<file path="config.mk">
export PLATFORM = sky130hd
export DESIGN_NAME = vga_sink_monitor
export DESIGN_NICKNAME = d
export VERILOG_FILES = /design/src/rtl/vga_sink_monitor.sv
export SDC_FILE = /design/constraint.sdc
export NUM_CORES = 1
export LEC_CHECK = 0
export CAP_MARGIN = 10
export CORE_MARGIN = 8
export CORE_UTILIZATION = 35
export CTS_CLUSTER_DIAMETER = 150
export DETAILED_ROUTE_END_ITERATION = 10
export GPL_TIMING_DRIVEN = 0
export SYNTH_ARGS = -nofsm -noshare
export SYNTH_HDL_FRONTEND = slang
export SYNTH_SLANG_ARGS = --single-unit
</file>
<file path="constraint.sdc">
create_clock -name CLK -period 3.5 [get_ports CLK]
set_input_delay 1.05 -clock CLK [delete_from_list [all_inputs] [get_ports CLK]]
set_output_delay 1.05 -clock CLK [all_outputs]
set_load 0.005 [all_outputs]
</file>
<file path="src/rtl/vga_sink_monitor.sv">
// VGA sink monitor: recovers line/frame timing from hs/vs on the pixel strobe,
// checks it against the expected mode, and reports a per-frame active-pixel checksum.
module vga_sink_monitor #(
   parameter int unsigned H_TOTAL  = 800,
   parameter int unsigned H_SYNC   = 96,
   parameter int unsigned H_BACK   = 48,
   parameter int unsigned H_ACTIVE = 640,
   parameter int unsigned V_TOTAL  = 525,
   parameter int unsigned V_SYNC   = 2,
   parameter int unsigned V_BACK   = 33,
   parameter int unsigned V_ACTIVE = 480,
   parameter logic        SYNC_POL = 1'b0
) (
   input  logic        CLK,
   input  logic        RSTN,
   input  logic        PIX_EN,
   input  logic        hs,
   input  logic        vs,
   input  logic [3:0]  r,
   input  logic [3:0]  g,
   input  logic [3:0]  b,
   output logic        FRAME_DONE,
   output logic [11:0] H_MEAS,
   output logic [10:0] V_MEAS,
   output logic [15:0] CHECKSUM,
   output logic [15:0] FRAME_CNT,
   output logic        LOCKED,
   output logic        TIMING_ERR
);

   localparam int unsigned HW = 12;
   localparam int unsigned LW = HW + 1;
   localparam int unsigned VW = 11;
   localparam int unsigned SW = 16;

   localparam logic [HW-1:0] H_LO  = HW'(H_SYNC + H_BACK);
   localparam logic [HW-1:0] H_HI  = HW'(H_SYNC + H_BACK + H_ACTIVE);
   localparam logic [VW-1:0] V_LO  = VW'(V_SYNC + V_BACK);
   localparam logic [VW-1:0] V_HI  = VW'(V_SYNC + V_BACK + V_ACTIVE);
   localparam logic [LW-1:0] H_LEN = LW'(H_TOTAL);
   localparam logic [HW-1:0] H_SW  = HW'(H_SYNC);
   localparam logic [VW-1:0] V_LEN = VW'(V_TOTAL);
   localparam logic [VW-1:0] V_SW  = VW'(V_SYNC);
   localparam logic [HW-1:0] H_MAX = '1;
   localparam logic [VW-1:0] V_MAX = '1;

   typedef enum logic [1:0] {IDLE = 2'd0, MEASURE = 2'd1, CLOSE = 2'd2} state_e;

   state_e          state_q, state_d;
   logic            hs_prev_q, hs_prev_d, vs_prev_q, vs_prev_d;
   logic [HW-1:0]   h_cnt_q, h_cnt_d, hsw_q, hsw_d;
   logic [VW-1:0]   v_cnt_q, v_cnt_d, vsw_q, vsw_d;
   logic [SW-1:0]   acc_q, acc_d;
   logic            bad_q, bad_d, first_q, first_d;
   logic [VW-1:0]   pend_v_q, pend_v_d;
   logic [SW-1:0]   pend_sum_q, pend_sum_d;
   logic            pend_good_q, pend_good_d;
   logic            done_q, done_d, locked_q, locked_d, err_q, err_d;
   logic [HW-1:0]   h_meas_q, h_meas_d;
   logic [VW-1:0]   v_meas_q, v_meas_d;
   logic [SW-1:0]   sum_q, sum_d, cnt_q, cnt_d;

   logic            hs_on, vs_on, hs_rise, vs_rise;
   logic [LW-1:0]   line_len;
   logic            line_bad, bad_next, active;
   logic [HW-1:0]   h_inc;
   logic [VW-1:0]   v_inc, v_close;
   logic [SW-1:0]   pix;

   assign hs_on    = (hs == SYNC_POL);
   assign vs_on    = (vs == SYNC_POL);
   assign hs_rise  = PIX_EN && hs_on && (hs_prev_q != SYNC_POL);
   assign vs_rise  = PIX_EN && vs_on && (vs_prev_q != SYNC_POL);
   assign line_len = {1'b0, h_cnt_q} + 13'd1;
   assign line_bad = (line_len != H_LEN) || (hsw_q != H_SW);
   assign bad_next = bad_q || (hs_rise && !first_q && line_bad);
   assign h_inc    = (h_cnt_q == H_MAX) ? h_cnt_q : h_cnt_q + 12'd1;
   assign v_inc    = (v_cnt_q == V_MAX) ? v_cnt_q : v_cnt_q + 11'd1;
   // a line closing on the same sample as the frame still counts toward that frame
   assign v_close  = hs_rise ? v_inc : v_cnt_q;
   assign pix      = SW'({r, g, b});

   // next-state, counters and status
   always_comb begin
      state_d     = state_q;
      hs_prev_d   = hs_prev_q;
      vs_prev_d   = vs_prev_q;
      h_cnt_d     = h_cnt_q;
      v_cnt_d     = v_cnt_q;
      hsw_d       = hsw_q;
      vsw_d       = vsw_q;
      acc_d       = acc_q;
      bad_d       = bad_q;
      first_d     = first_q;
      pend_v_d    = pend_v_q;
      pend_sum_d  = pend_sum_q;
      pend_good_d = pend_good_q;
      done_d      = 1'b0;
      h_meas_d    = h_meas_q;
      v_meas_d    = v_meas_q;
      sum_d       = sum_q;
      cnt_d       = cnt_q;
      locked_d    = locked_q;
      err_d       = err_q;

      if (PIX_EN) begin
         hs_prev_d = hs;
         vs_prev_d = vs;
         h_cnt_d   = hs_rise ? '0 : h_inc;
         if (vs_rise)      v_cnt_d = '0;
         else if (hs_rise) v_cnt_d = v_inc;
         if (hs_rise)                      hsw_d = HW'(1);
         else if (hs_on && hsw_q != H_MAX) hsw_d = hsw_q + 12'd1;
         // the vs pulse of a new frame starts counting at its own assert edge
         if (vs_rise)                                vsw_d = hs_rise ? VW'(1) : '0;
         else if (hs_rise && vs_on && vsw_q != V_MAX) vsw_d = vsw_q + 11'd1;
         if (hs_rise) h_meas_d = line_len[HW-1:0];
      end

      active = PIX_EN && (h_cnt_d >= H_LO) && (h_cnt_d < H_HI) &&
               (v_cnt_d >= V_LO) && (v_cnt_d < V_HI);

      case (state_q)
         IDLE: begin
            if (vs_rise) begin
               state_d = MEASURE;
               acc_d   = '0;
               bad_d   = 1'b0;
               first_d = 1'b1;
            end
         end
         MEASURE: begin
            if (hs_rise) first_d = 1'b0;
            if (vs_rise) begin
               state_d     = CLOSE;
               pend_v_d    = v_close;
               pend_sum_d  = acc_q;
               pend_good_d = !bad_next && (v_close == V_LEN) && (vsw_q == V_SW);
               acc_d       = '0;
               bad_d       = 1'b0;
            end else begin
               bad_d = bad_next;
               if (active) acc_d = acc_q + pix;
            end
         end
         CLOSE: begin
            state_d  = MEASURE;
            done_d   = 1'b1;
            v_meas_d = pend_v_q;
            sum_d    = pend_sum_q;
            cnt_d    = cnt_q + 16'd1;
            locked_d = pend_good_q;
            err_d    = err_q || !pend_good_q;
         end
         default: state_d = IDLE;
      endcase
   end

   always_ff @(posedge CLK or negedge RSTN) begin
      if (!RSTN) begin
         state_q     <= IDLE;
         hs_prev_q   <= 1'b0;
         vs_prev_q   <= 1'b0;
         h_cnt_q     <= '0;
         v_cnt_q     <= '0;
         hsw_q       <= '0;
         vsw_q       <= '0;
         acc_q       <= '0;
         bad_q       <= 1'b0;
         first_q     <= 1'b0;
         pend_v_q    <= '0;
         pend_sum_q  <= '0;
         pend_good_q <= 1'b0;
         done_q      <= 1'b0;
         h_meas_q    <= '0;
         v_meas_q    <= '0;
         sum_q       <= '0;
         cnt_q       <= '0;
         locked_q    <= 1'b0;
         err_q       <= 1'b0;
      end else begin
         state_q     <= state_d;
         hs_prev_q   <= hs_prev_d;
         vs_prev_q   <= vs_prev_d;
         h_cnt_q     <= h_cnt_d;
         v_cnt_q     <= v_cnt_d;
         hsw_q       <= hsw_d;
         vsw_q       <= vsw_d;
         acc_q       <= acc_d;
         bad_q       <= bad_d;
         first_q     <= first_d;
         pend_v_q    <= pend_v_d;
         pend_sum_q  <= pend_sum_d;
         pend_good_q <= pend_good_d;
         done_q      <= done_d;
         h_meas_q    <= h_meas_d;
         v_meas_q    <= v_meas_d;
         sum_q       <= sum_d;
         cnt_q       <= cnt_d;
         locked_q    <= locked_d;
         err_q       <= err_d;
      end
   end

   assign FRAME_DONE = done_q;
   assign H_MEAS     = h_meas_q;
   assign V_MEAS     = v_meas_q;
   assign CHECKSUM   = sum_q;
   assign FRAME_CNT  = cnt_q;
   assign LOCKED     = locked_q;
   assign TIMING_ERR = err_q;

endmodule

</file>
==> results of run 1 <==
cell families after synthesis:
family / count (synthesis) / share of synthesized area, %
adder cells (fa/ha/maj): 20 / 3.35
multiplexers: 22 / 2.91
buffers and inverters: 57 / 3.11
AND/OR/NAND/NOR: 405 / 24.1
AO/OA/AOI/OAI: 115 / 9.97
flip-flops: 154 / 50.1
XOR/XNOR: 57 / 6.49
power by group through the flow:
| stage | Sequential [W] | Combinational, W | Clock (W) |
|---|---|---|---|
| global placement | 0.00208 | 0.000670 | 0 |
| global route | 0.00207 | 0.000766 | 0.00189 |
| finish | 0.00205 | 0.000681 | 0.00177 |
| CTS | 0.00205 | 0.000691 | 0.00182 |
| detailed placement | 0.00208 | 0.000682 | 0 |
| floorplan | 0.00206 | 0.000389 | 0 |
metal layers:
layer | up-vias | routed length [um]
li1 | 3062 | -
met1 | 2946 | 8700
met2 | 128 | 8500
met3 | 14 | 754
met4 | 0 | 189
met5 | - | 0
worst max-delay path by stage:
stage | cells past startpoint | from | to | slack, ns
floorplan | 11 | PIX_EN | acc_q[4] | 0.09
global placement | 1 | RSTN | FRAME_CNT[9] | -5.06
detailed placement | 11 | vs | acc_q[3] | -0.89
CTS | 11 | vs | acc_q[4] | 0.01
global route | 13 | h_cnt_q[1] | acc_q[11] | 0.03
finish | 11 | vs | acc_q[3] | 0.22
worst min-delay path, cell delays in order (launching register included):
cell and delay [ns]:
dfrtp_1 0.34, nand2_1 0.05, nand2_1 0.05
cell usage in the layout, fill, tap and decap left out, drive strengths merged, types with 21 or more instances in the layout:
| cell | count |
|---|---|
| xnor2 | 31 |
| clkdlybuf4s50 | 71 |
| nand3 | 23 |
| dfrtp | 154 |
| o21ai | 39 |
| nor2 | 58 |
| a21oi | 26 |
| clkbuf | 48 |
| nand2 | 217 |
| xor2 | 26 |
| nand4 | 21 |
state kept, by name (all words and copies together), names as in the netlist, 2 cells and up:
name,cells
CHECKSUM,16
FRAME_CNT,16
H_MEAS,12
V_MEAS,11
acc_q,16
h_cnt_q,12
hsw_q,12
pend_sum_q,16
pend_v_q,11
state_q,2
v_cnt_q,11
vsw_q,11
repair_timing:
item                                    4_1_cts  5_1_grt
pin swaps                                     1        2
endpoints found under the setup margin       16       16
endpoints found under the hold margin         0        0
resized for setup                             8       10
buffers inserted                              3        0
stage by stage:
step	util (%)	TNS (ns)	cell area (sq um)	instances	setup slack, ns
after floorplan	-	0	7690	830	0.0915
after global placement	40.5	-793.55	8780	1183	-5.06
after detailed placement	40.6	-16.04	8810	1184	-0.889
after CTS	43.5	0	9430	1218	0.0113
after global routing	43.7	0	9480	1219	0.0250
final	43.7	0	9480	1219	0.217
area by class of cell:
class                   count  area (sq um)  share of cell area (%)
repair buffers             78           793                    8.37
flip-flops and latches    154          3850                    40.7
inverters                  16          60.1                   0.634
well taps                 280           350                    3.70
clock buffers              20           467                    4.92
plain buffers              40           179                    1.89
multi-input cells         619          3670                    38.7
clock inverters            12           104                    1.10
==> impl_results.md, run 1 <==
* Final Hold Viols at 0
* Post-route ant nets at 0
* DR vias at ~6000
* Num rows at 54
* Pleak at about 4.4 nW
* Sw power at 0.00128 W
* Critical path buffers and inverters at 3
* Reg2reg end: acc_q[3]
* CORE AREA at 0.0217 sq mm
* GR met2 Demand/Resource at 21.7%
* Port buffer count at 73
* Skew-Pair Late Insertion Delay at around 0.42 ns
* Total grt overflow at 0
* Setup crit end kind: flop
* Clock root cell: clkbuf_16
* Required time worst endpoint at between 3 and 4 ns
* GPL Wtd Cong at 0.852
* Die W at between 150 and 200 um
* First-pass GRT wire length at about 30000 um
* Syn Area/Cell at approximately 9.3 sq um
* Reg power frac at 45.5%
* Ys async rst share at 100%
* DR WL/cell at about 15 um
* H-Tree Depth at 4
* Post-Syn Area at approximately 0.0077 sq mm
* Actual slew at the worst max-slew pin at between 0.9 and 1 ns
* Cell taking the most area after synthesis: dfrtp_1
* CP max stage delay at 0.50 ns
* Die ar. at ~0.027 sq mm
* Flops & latches, synth at around 150
* Number of unique standard cell types used by synthesis at 65
* Pwr Density at between 400 and 500 mW/mm^2
* Cells after Synth at 830
* Fill cells at slightly above 2000
* Crit Path Max Fanout at 10
* Detailed placement HPWL at about 13000 um
* Layout net count at approximately 960
* WHS Path Cells at 2
* GR Util met3 at about 2.9%
* Max cap viols at 0
* Detailed Route Iter0 Violations at about 390
* Fmax at 305 MHz
* CTS Buf Count at 17
* Pin count of the biggest net entering global routing at between 90 and 100
* Area contributors post-synth: dfrtp_1 (50%), nand2_1 (11%), xnor2_1 (3.5%)
* Final Cycle Share at between 90% and 100%
* Share of cells above drive strength 1 at ~7.7%
* Worst hold margin at 0.461 ns
* Fin crit period at roughly 3.3 ns
* Cell-internal power at ~0.0032 W
* Worst clock skew at 0.0108 ns
* Peak VDD IR at 0.301 mV
* Antenna violations before repair at 0
* Hold-fix buffers, CTS at 0
* Max-slew violations at 0
* Mapped Nets at roughly 870
* Register area share after synthesis at 50.1%
* Vias per cell at between 5 and 6
* Yosys Warn Count at 0
* Critical hold path startpoint: pend_sum_q[9]
* Slowest CP cell: clkdlybuf4s50_1
* Total power at 0.00450 W
* RSZ-0062 raised after global routing: false
* CTS tree: yes
* Worst r2r src: h_cnt_q[1]
* Clock sink count at 154
* CP startpoint kind: primary input
* GR Layer Usage met1 at 18.9%
* Layer with the highest usage: met2
* Die Y at about 160 um
* Residual DRC at 0
* Number of synthesized flops with an enable pin at 0
* Sw Share at between 20 and 30%
* Vias in the first global route at around 5900
* Worst Hold End: CHECKSUM[9]
* N_diodes at 0
* Crit-path cells: clkdlybuf4s50_1, nor2b_2, and2_4, a211oi_1, a2111oi_2, nor2_1, a2111oi_4, buf_4, nand2_2, buf_6, mux2i_1
* WL final at 18100 um
* Post-synth top flop: dfrtp_1
* Kind of critical path: primary input to flop
* Clk pwr share at around two fifths
* Slew headroom at 36.0%
* I/O pin count at between 70 and 80
* Longest Clk Path Bufs at 2
* Total track usage at roughly 14%
* Starting Density at ~35%
* Share of the synthesized area in the top cell type at between 50% and 60%
* Arrival time at the worst endpoint at around 3.6 ns
* CP delay by family, top: buffers and inverters
* First-pass DRT Iterations at 5
* Most numerous cell in the Yosys netlist: nand2_1
* Count of final setup violators at 0
* Area growth syn-to-layout at 23.2%
* Worst Hold Class: flop to flop
* Reg2Reg Depth at 13
* Logic gate share of total power at 15.1%
* R2r setup slk at roughly 0.25 ns
* CTS clk-pin slew, worst paths at roughly 0.07 ns
* Outcome: completed
* Synth cell count leaders: nand2_1 (216), dfrtp_1 (154), nor2_1 (58), o21ai_0 (38), xnor2_1 (31)
(Power assumes the default switching activity.)
==> run 2, diff against run 1 <==
--- a/config.mk
+++ b/config.mk
@@ -6,11 +6,12 @@
 export NUM_CORES = 1
 export LEC_CHECK = 0
 export CAP_MARGIN = 10
-export CORE_MARGIN = 8
-export CORE_UTILIZATION = 35
+export CORE_MARGIN = 2
+export CORE_UTILIZATION = 46
 export CTS_CLUSTER_DIAMETER = 150
 export DETAILED_ROUTE_END_ITERATION = 10
 export GPL_TIMING_DRIVEN = 0
+export PLACE_DENSITY = 0.66
 export SYNTH_ARGS = -nofsm -noshare
 export SYNTH_HDL_FRONTEND = slang
 export SYNTH_SLANG_ARGS = --single-unit
==> impl_results.md, run 2 (same netlist as run 1, synthesis figures left out) <==
* Outcome: completed
* Fill cells at ~1500
* Placed inst area at 0.00873 sq mm
* Final Cycle Share at 93.9%
* Max cap viols at 0
* Fin crit period at ~3.3 ns
* Residual DRC at 0
* CTS Buf Count at 17
* Crit path top cell by count: buf_6
* Final WS setup at 0.214 ns
* Wl on met1 at between 8000 and 9000 um
* Starting Density at ~47%
* Area growth syn-to-layout at 23.4%
* First-pass DRT Iterations at 5
* Clock root cell: clkbuf_16
* Fmax at roughly 300 MHz
* Met2 WL post-DR at around 8000 um
* WL final at around 17000 um
* CP delay by family, top: simple AND/OR/NAND/NOR gates
* CP max stage delay at around 0.50 ns
* Reg area at between 0.003 and 0.004 sq mm
* Total track usage at 20.1%
* DR WL/cell at around 15 um
* Slowest CP cell: or4_1
* Detailed placement HPWL at 12000 um
* Crit Path Max Fanout at 10
* Count of final setup violators at 0
* Die ar. at roughly 0.018 sq mm
* DR vias at 6170
* Area taken by multi-input logic gates at around 0.0037 sq mm
* Die W at 133 um
* Vias in the first global route at around 5800
* H-Tree Depth at 4
* Peak VDD IR at ~0.36 mV
* Post-route ant nets at 0
* Pwr Density at about 490 mW/mm^2
* CORE AREA at ~0.016 sq mm
* Detailed Route Iter0 Violations at about 390
* Placement-stage worst setup slack at -0.908 ns
* Kind of critical path: flop to flop
* Num rows at 47
* Most frequent cells in the layout: nand2_1 (216), dfrtp_1 (153), clkdlybuf4s50_1 (71)
* CTS clk-pin slew, worst paths at around 0.06 ns
* N_diodes at 0
* I/O pin count at 75
* Final Hold Viols at 0
* Commonest non-fill, non-tap cell in the layout: nand2_1
* Antenna violations before repair at 0
* Port buffer count at 73
* Vias per cell at approximately 5.3
* Required time worst endpoint at around 3.8 ns
* Post-Place Cells at 1124
* Routed wl met3 at 575 um
* Clock sink count at between 150 and 200
* Setup crit end kind: flop
* Die Y at 133 um
* Layout Cells excl Fill at between 1000 and 1500
* Layout net count at roughly 970
* Crit-path cells: ha_1, buf_4, nand4_2, or4_1, buf_2, a21o_1, and3_1, o211a_1, a2111oi_4, buf_6, nand2_2, buf_6, mux2i_1
* Worst Hold Class: flop to flop
* CTS tree: yes
* Final Cell Area at 0.00950 sq mm
* Longest Clk Path Bufs at 2
* Total grt overflow at 0
* Share of cells above drive strength 1 at 8.30%
* Top Metal Used: met4
* Actual slew at the worst max-slew pin at between 0.7 and 0.8 ns
* Arrival time at the worst endpoint at 3.59 ns
* Skew-Pair Late Insertion Delay at around 0.42 ns
* Worst clock skew at roughly 0.0060 ns
* Critical path buffers and inverters at 4
* Pin count of the biggest net entering global routing at 84
* Slew headroom at 48.3%
* Pleak at ~4.4 nW
* Max-slew violations at 0
* RSZ-0062 raised after global routing: false
* GPL Wtd Cong at between 0.8 and 0.9
* CP startpoint kind: flop
* First-pass GRT wire length at 28900 um
## run 2: cell types whose count changed in the layout (fill, tap and decap cells not counted), moves of 2 or more
cell | previous run | this run
a211oi_2 | 1 | 3
clkinv_2 | 0 | 2
bufinv_16 | 0 | 3
clkbuf_8 | 3 | 0
buf_6 | 1 | 3
a211oi_1 | 2 | 0
inv_6 | 5 | 3
## run 2: worst paths after layout
kind                          startpoint          end  slack (ns)  depth (start not counted)
setup / recovery              h_cnt_q[1]     acc_q[7]        0.21                         13
hold / removal             pend_sum_q[7]  CHECKSUM[7]        0.47                          2
setup reg to reg              h_cnt_q[1]     acc_q[7]        0.21                         13
min in group asynchronous           RSTN    H_MEAS[7]        0.69                          1
max in group asynchronous           RSTN   v_cnt_q[5]        2.01                          2
hold reg to reg            pend_sum_q[7]  CHECKSUM[7]        0.47                          2
## run 2: tightest hold or removal path: stages (launching register included)
cell,delay (ns)
dfrtp_1,0.34
nand2_1,0.05
nand2_1,0.05
## run 2: layer usage
layer | up-vias | GRT usage (%)
met3 | 20 | 3.58
met5 | - | 0
met4 | 0 | 6.09
met1 | 2968 | 28.8
met2 | 125 | 31.4
li1 | 3057 | -
## run 2: final cells by class
type,instances,area share (%)
Sequential cell,154,40.6
Inverter,16,0.632
Buffer,40,1.91
Multi-Input combinational cell,619,39.2
Clock inverter,13,1.77
Clock buffer,18,4.52
Timing Repair Buffer,80,8.51
Tap cell,220,2.90
## run 2: what timing repair did
item,CTS,global route
setup buffers,2,3
hold buffers,0,0
pin swaps,1,3
gates resized for setup,5,24
endpoints found under the setup margin,16,17
## run 2: where the power goes
part           switching (W)  total (W)  internal, W
Sequential          0.000130    0.00205      0.00192
Combinational       0.000371   0.000697     0.000325
Clock               0.000740    0.00186      0.00112
Total                0.00124    0.00461      0.00337
## run 2: per-stage QoR
step | utilization, % | power (W) | hold WS (ns) | setup TNS, ns
3_3_place_gp | 52.8 | 0.00274 | 0.451 | -779.36
5_1_grt | 57.7 | 0.00484 | 0.490 | 0
6_report | 57.7 | 0.00461 | 0.466 | 0
2_1_floorplan | - | 0.00244 | 0.439 | 0
4_1_cts | 56.8 | 0.00464 | 0.472 | 0
3_5_place_dp | 53.0 | 0.00276 | 0.455 | -16.51
==> RTL change 1: new RTL, flow settings as in run 1 <==
Put one more register stage on the output `LOCKED`, cleared by the reset. The value now appears one clock later. The other outputs are not delayed to match.
--- a/src/rtl/vga_sink_monitor.sv
+++ b/src/rtl/vga_sink_monitor.sv
@@ -207,7 +207,13 @@
    assign V_MEAS     = v_meas_q;
    assign CHECKSUM   = sum_q;
    assign FRAME_CNT  = cnt_q;
-   assign LOCKED     = locked_q;
+   always_ff @(posedge CLK or negedge RSTN) begin
+      if (!RSTN) begin
+         LOCKED <= '0;
+      end else begin
+         LOCKED <= locked_q;
+      end
+   end
    assign TIMING_ERR = err_q;
 
 endmodule
Function: same outputs for any inputs over 4 cycles, from zero or initial values and one cycle with RSTN low; that may be too few to reach the edited logic, so the function may still have changed.
==> RTL change 1 against run 1 <==
Sequential cell count is 1 higher; critical endpoint unchanged; area after synthesis is 1.4% higher; via count is 1.7% lower; global-route usage hardly changed; worst hold slack worse by 0.055 ns; routed wire length is 0.59% higher; total power is 3.8% higher; setup slack worse by 0.089 ns; critical path depth is 1 higher; largest cell class unchanged; core utilization is 0.54 points higher; cell count hardly changed; cell area is 1.9% higher; highest routed layer is now met5; clock power is 4% higher.
==> RTL change 1: results (changes against run 1) <==
post-synthesis cell type count=66 (+1.5%); drt via density=4.96 (-1.8%); Final HPWL DP=12800 µm (-1.3%); sequential area share after synthesis=49.7% (-0.35 points); internal reg-to-reg setup slack=0.22 ns (-0.03 ns); Routed WL=18300 µm (+0.59%); share of layout cells above drive strength 1=10.0% (+2.3 points); M1 WL=8610 µm (-1.1%); pin count of the biggest net entering global routing=91 (-3.2%); drt first pass iters=4 (-1); status=finished clean; input/output buffers=74 (+1.4%); Setup WS pre-CTS=-0.909 ns (-0.0201 ns); Peak VDD IR=0.222 mV (-26%); initial antenna violation count=1 (+1); DR top layer=met5; RD Place Congestion=0.810 (-4.9%); Tcrit/Tclk final=96.4% (+2.5 points); fillers=2108 (+2.4%); starting DRC count in detailed routing=370 (-6.1%); Tot GR Track Use=13.9% (+0.031 points); slowest CP cell=or4_1; Final nets=964 (+0.10%); list of most frequent post-synthesis cells=nand2_1, dfrtp_1, nor2_1; placed insts=1181 (-0.25%)
## RTL change 1: cell types whose count changed after synthesis, moves of 5 or more
cell      delta
nand3_1      +5
buf_4        +5
nand2_1      -5
o21ai_0      +6
o31ai_1      +6
and3_1       -7
nor4_1       -5
xnor2_1      -5
or4_1        +5
nor2_1       +6
clkbuf_1     -6
## RTL change 1: timing repair
action / CTS / global route
endpoints found under the setup margin: 16 / 2
pin swaps: 1 / 0
gates resized for setup: 18 / 2
hold buffers: 0 / 0
setup buffers: 7 / 0
## RTL change 1: through the flow
stage	instance area (µm²)	hold WS (ns)	power (mW)
finish	9650	0.407	4.67
global route	9650	0.430	4.91
CTS	9650	0.412	4.74
detailed placement	8920	0.401	2.86
global placement	8890	0.386	2.84
floorplan	7800	0.354	2.52
## RTL change 1: worst paths after layout
path,cells past startpoint,from,endpoint
max in group asynchronous,2,RSTN,h_cnt_q[8]$_DFF_PN0_
min,0,locked_q$_DFFE_PN0P_,LOCKED$_DFF_PN0_
min reg2reg,0,locked_q$_DFFE_PN0P_,LOCKED$_DFF_PN0_
min in group asynchronous,1,RSTN,hsw_q[2]$_DFFE_PN0P_
max reg2reg,12,h_cnt_q[0]$_DFF_PN0_,acc_q[3]$_DFFE_PN0P_
max,12,PIX_EN,acc_q[3]$_DFFE_PN0P_
## RTL change 1: power by group through the flow
stage,clock [mW],sequential [mW],combinational (mW)
finish,1.84,2.07,0.761
global route,1.97,2.09,0.845
CTS,1.90,2.07,0.774
detailed placement,0,2.10,0.758
global placement,0,2.10,0.744
floorplan,0,2.08,0.440
## RTL change 1: cell type report
type | count | share of cell area, %
buffer | 39 | 2.23
tap | 280 | 3.63
inverter | 16 | 0.622
clock buffer | 17 | 4.41
sequential | 155 | 40.2
clock inverter | 15 | 1.76
timing repair buffer | 82 | 8.53
multi-input combinational | 616 | 38.6
## RTL change 1: worst register-to-register path, delay by kind of cell, from the launching register on
family / cells / cell delay, ns
muxes: 1 / 0.13
and+or+nand+nor: 3 / 0.97
AOI/OAI and AO/OA: 4 / 0.94
DFF: 1 / 0.44
buffers and inverters: 3 / 0.51
adders and majority gates: 1 / 0.18
## RTL change 1: kinds of logic after synthesis
logic type	after synthesis	synth area share, %
mux	25	3.24
buf+inv	55	3.40
xor+xnor	56	6.29
fa+ha+maj	20	3.30
flops	155	49.7
compound gates	115	9.27
simple gates	400	24.8
## RTL change 1: routing by layer
| metal | vias to the layer above | track usage (%) |
|---|---|---|
| met4 | 2 | 5.24 |
| met1 | 2881 | 18.4 |
| met2 | 111 | 22.2 |
| li1 | 3028 | - |
| met3 | 24 | 2.63 |
| met5 | - | 0 |
==> RTL change 2: new RTL, settings of run 1 <==
Without the edit above. `SYNC_POL`: 1'b0 -> 1'b1.
--- a/src/rtl/vga_sink_monitor.sv
+++ b/src/rtl/vga_sink_monitor.sv
@@ -9,7 +9,7 @@
    parameter int unsigned V_SYNC   = 2,
    parameter int unsigned V_BACK   = 33,
    parameter int unsigned V_ACTIVE = 480,
-   parameter logic        SYNC_POL = 1'b0
+   parameter logic        SYNC_POL = 1'b1
 ) (
    input  logic        CLK,
    input  logic        RSTN,
Behaviour: not the same (a bounded check fails within 4 cycles, from zero or initial values and one cycle with RSTN low).
==> RTL change 2 against run 1 <==
Area after synthesis rose by 1.1%; routed wire length grew 2.1%; total power is 1.7% higher; setup slack improved by 0.11 ns; critical path depth grew 2; sequential cell count is the same; cell area is 1.5% higher.
==> RTL change 2: results (changes against run 1) <==
status=finished clean; first-pass GRT wire length=30500 µm (+0.75%); Synth area leaders=dfrtp_1, nand2_1, xnor2_1; drt via density=5.02 (-0.56%); Crit path max-delay family=simple AND/OR/NAND/NOR gates; Net Switching=1.31 mW (+1.9%); #MultiIn Comb=636 (+2.7%); sequential area share after synthesis=49.5% (-0.56 points); combinational group power=713 µW (+4.7%); NonClk Buf Share=10.9% (+0.63 points); fillers=2111 (+2.6%); clk_buf instances=18 (-10%); WP data arrival=3.53 ns (-0.06 ns); relative slew slack=52.0% (+16 points); RD Place Congestion=0.829 (-2.7%); share of layout cells above drive strength 1=9.05% (+1.4 points); post-DR wirelength/cell=14.9 µm (+0.31%); slowest CP cell=or4_4; Final Util=44.1% (+0.37 points); starting DRC count in detailed routing=374 (-5.1%); Non-CTS buffers=120 (+1.7%); Final HPWL DP=13300 µm (+2.2%); input/output buffers=74 (+1.4%); Reg area=0.00385 mm² (about the same); Setup WS pre-CTS=-0.852 ns (+0.0374 ns); post-synthesis cell type count=64 (-1.5%); invs w/o clock=19 (+3); placed insts=1202 (+1.5%); initial antenna violation count=0 (unchanged); Syn Nets=884 (+2.0%); Avg Inst Size Synth=9.19 µm² (-0.91%); vias in the first global route=5950 (+1.1%); pin count of the biggest net entering global routing=120 (+28%); list of most frequent post-synthesis cells=nand2_1, dfrtp_1, nor2_1; Final Skew=0.00851 ns (-0.00230 ns); Final nets=985 (+2.3%); drt first pass iters=4 (-1)
## RTL change 2: cell types whose count changed after synthesis, sizes merged, moves of 4 or more
cell	delta
o21ai	+7
inv	+4
or3	+4
xor2	-6
clkbuf	-6
a21oi	+4
nand2	+10
mux2i	+4
## RTL change 2: cells by family after synthesis
family | count (synthesis) | share of synthesized area (%)
and+or+nand+nor | 427 | 25.9
xor gates and xnor gates | 51 | 5.74
adders and majority gates | 20 | 3.31
buffers and inverters | 57 | 3.57
AOI/OAI and AO/OA | 115 | 9.04
muxes | 23 | 2.96
DFF | 154 | 49.5
## RTL change 2: metal layers
metal  routed length [µm]  vias up  part of all wire, %  global-route usage (%)
met5                    0        -                    0                       0
met4                  324        0                  1.7                    5.61
met3                  572       24                  3.1                    2.26
met2                 8720       95                   47                    21.8
met1                 8910     3004                   48                    18.8
li1                     -     3103                    -                       -
## RTL change 2: what timing repair did
item / in CTS / in global routing
endpoints found under the setup margin: 16 / 14
pin swaps: 3 / 3
gates resized for setup: 9 / 11
buffers inserted: 6 / 1
## RTL change 2: worst paths after layout
| path | startpoint | to | slack, ns |
|---|---|---|---|
| min reg2reg | pend_sum_q[8]$_DFFE_PN0P_ | CHECKSUM[8]$_DFFE_PN0P_ | 0.46 |
| max | h_cnt_q[0]$_DFF_PN0_ | acc_q[3]$_DFFE_PN0P_ | 0.33 |
| max reg2reg | h_cnt_q[0]$_DFF_PN0_ | acc_q[3]$_DFFE_PN0P_ | 0.33 |
| min | pend_sum_q[8]$_DFFE_PN0P_ | CHECKSUM[8]$_DFFE_PN0P_ | 0.46 |
| min in group asynchronous | RSTN | hsw_q[3]$_DFFE_PN0P_ | 0.48 |
| max in group asynchronous | RSTN | FRAME_CNT[2]$_DFFE_PN0P_ | 2.16 |
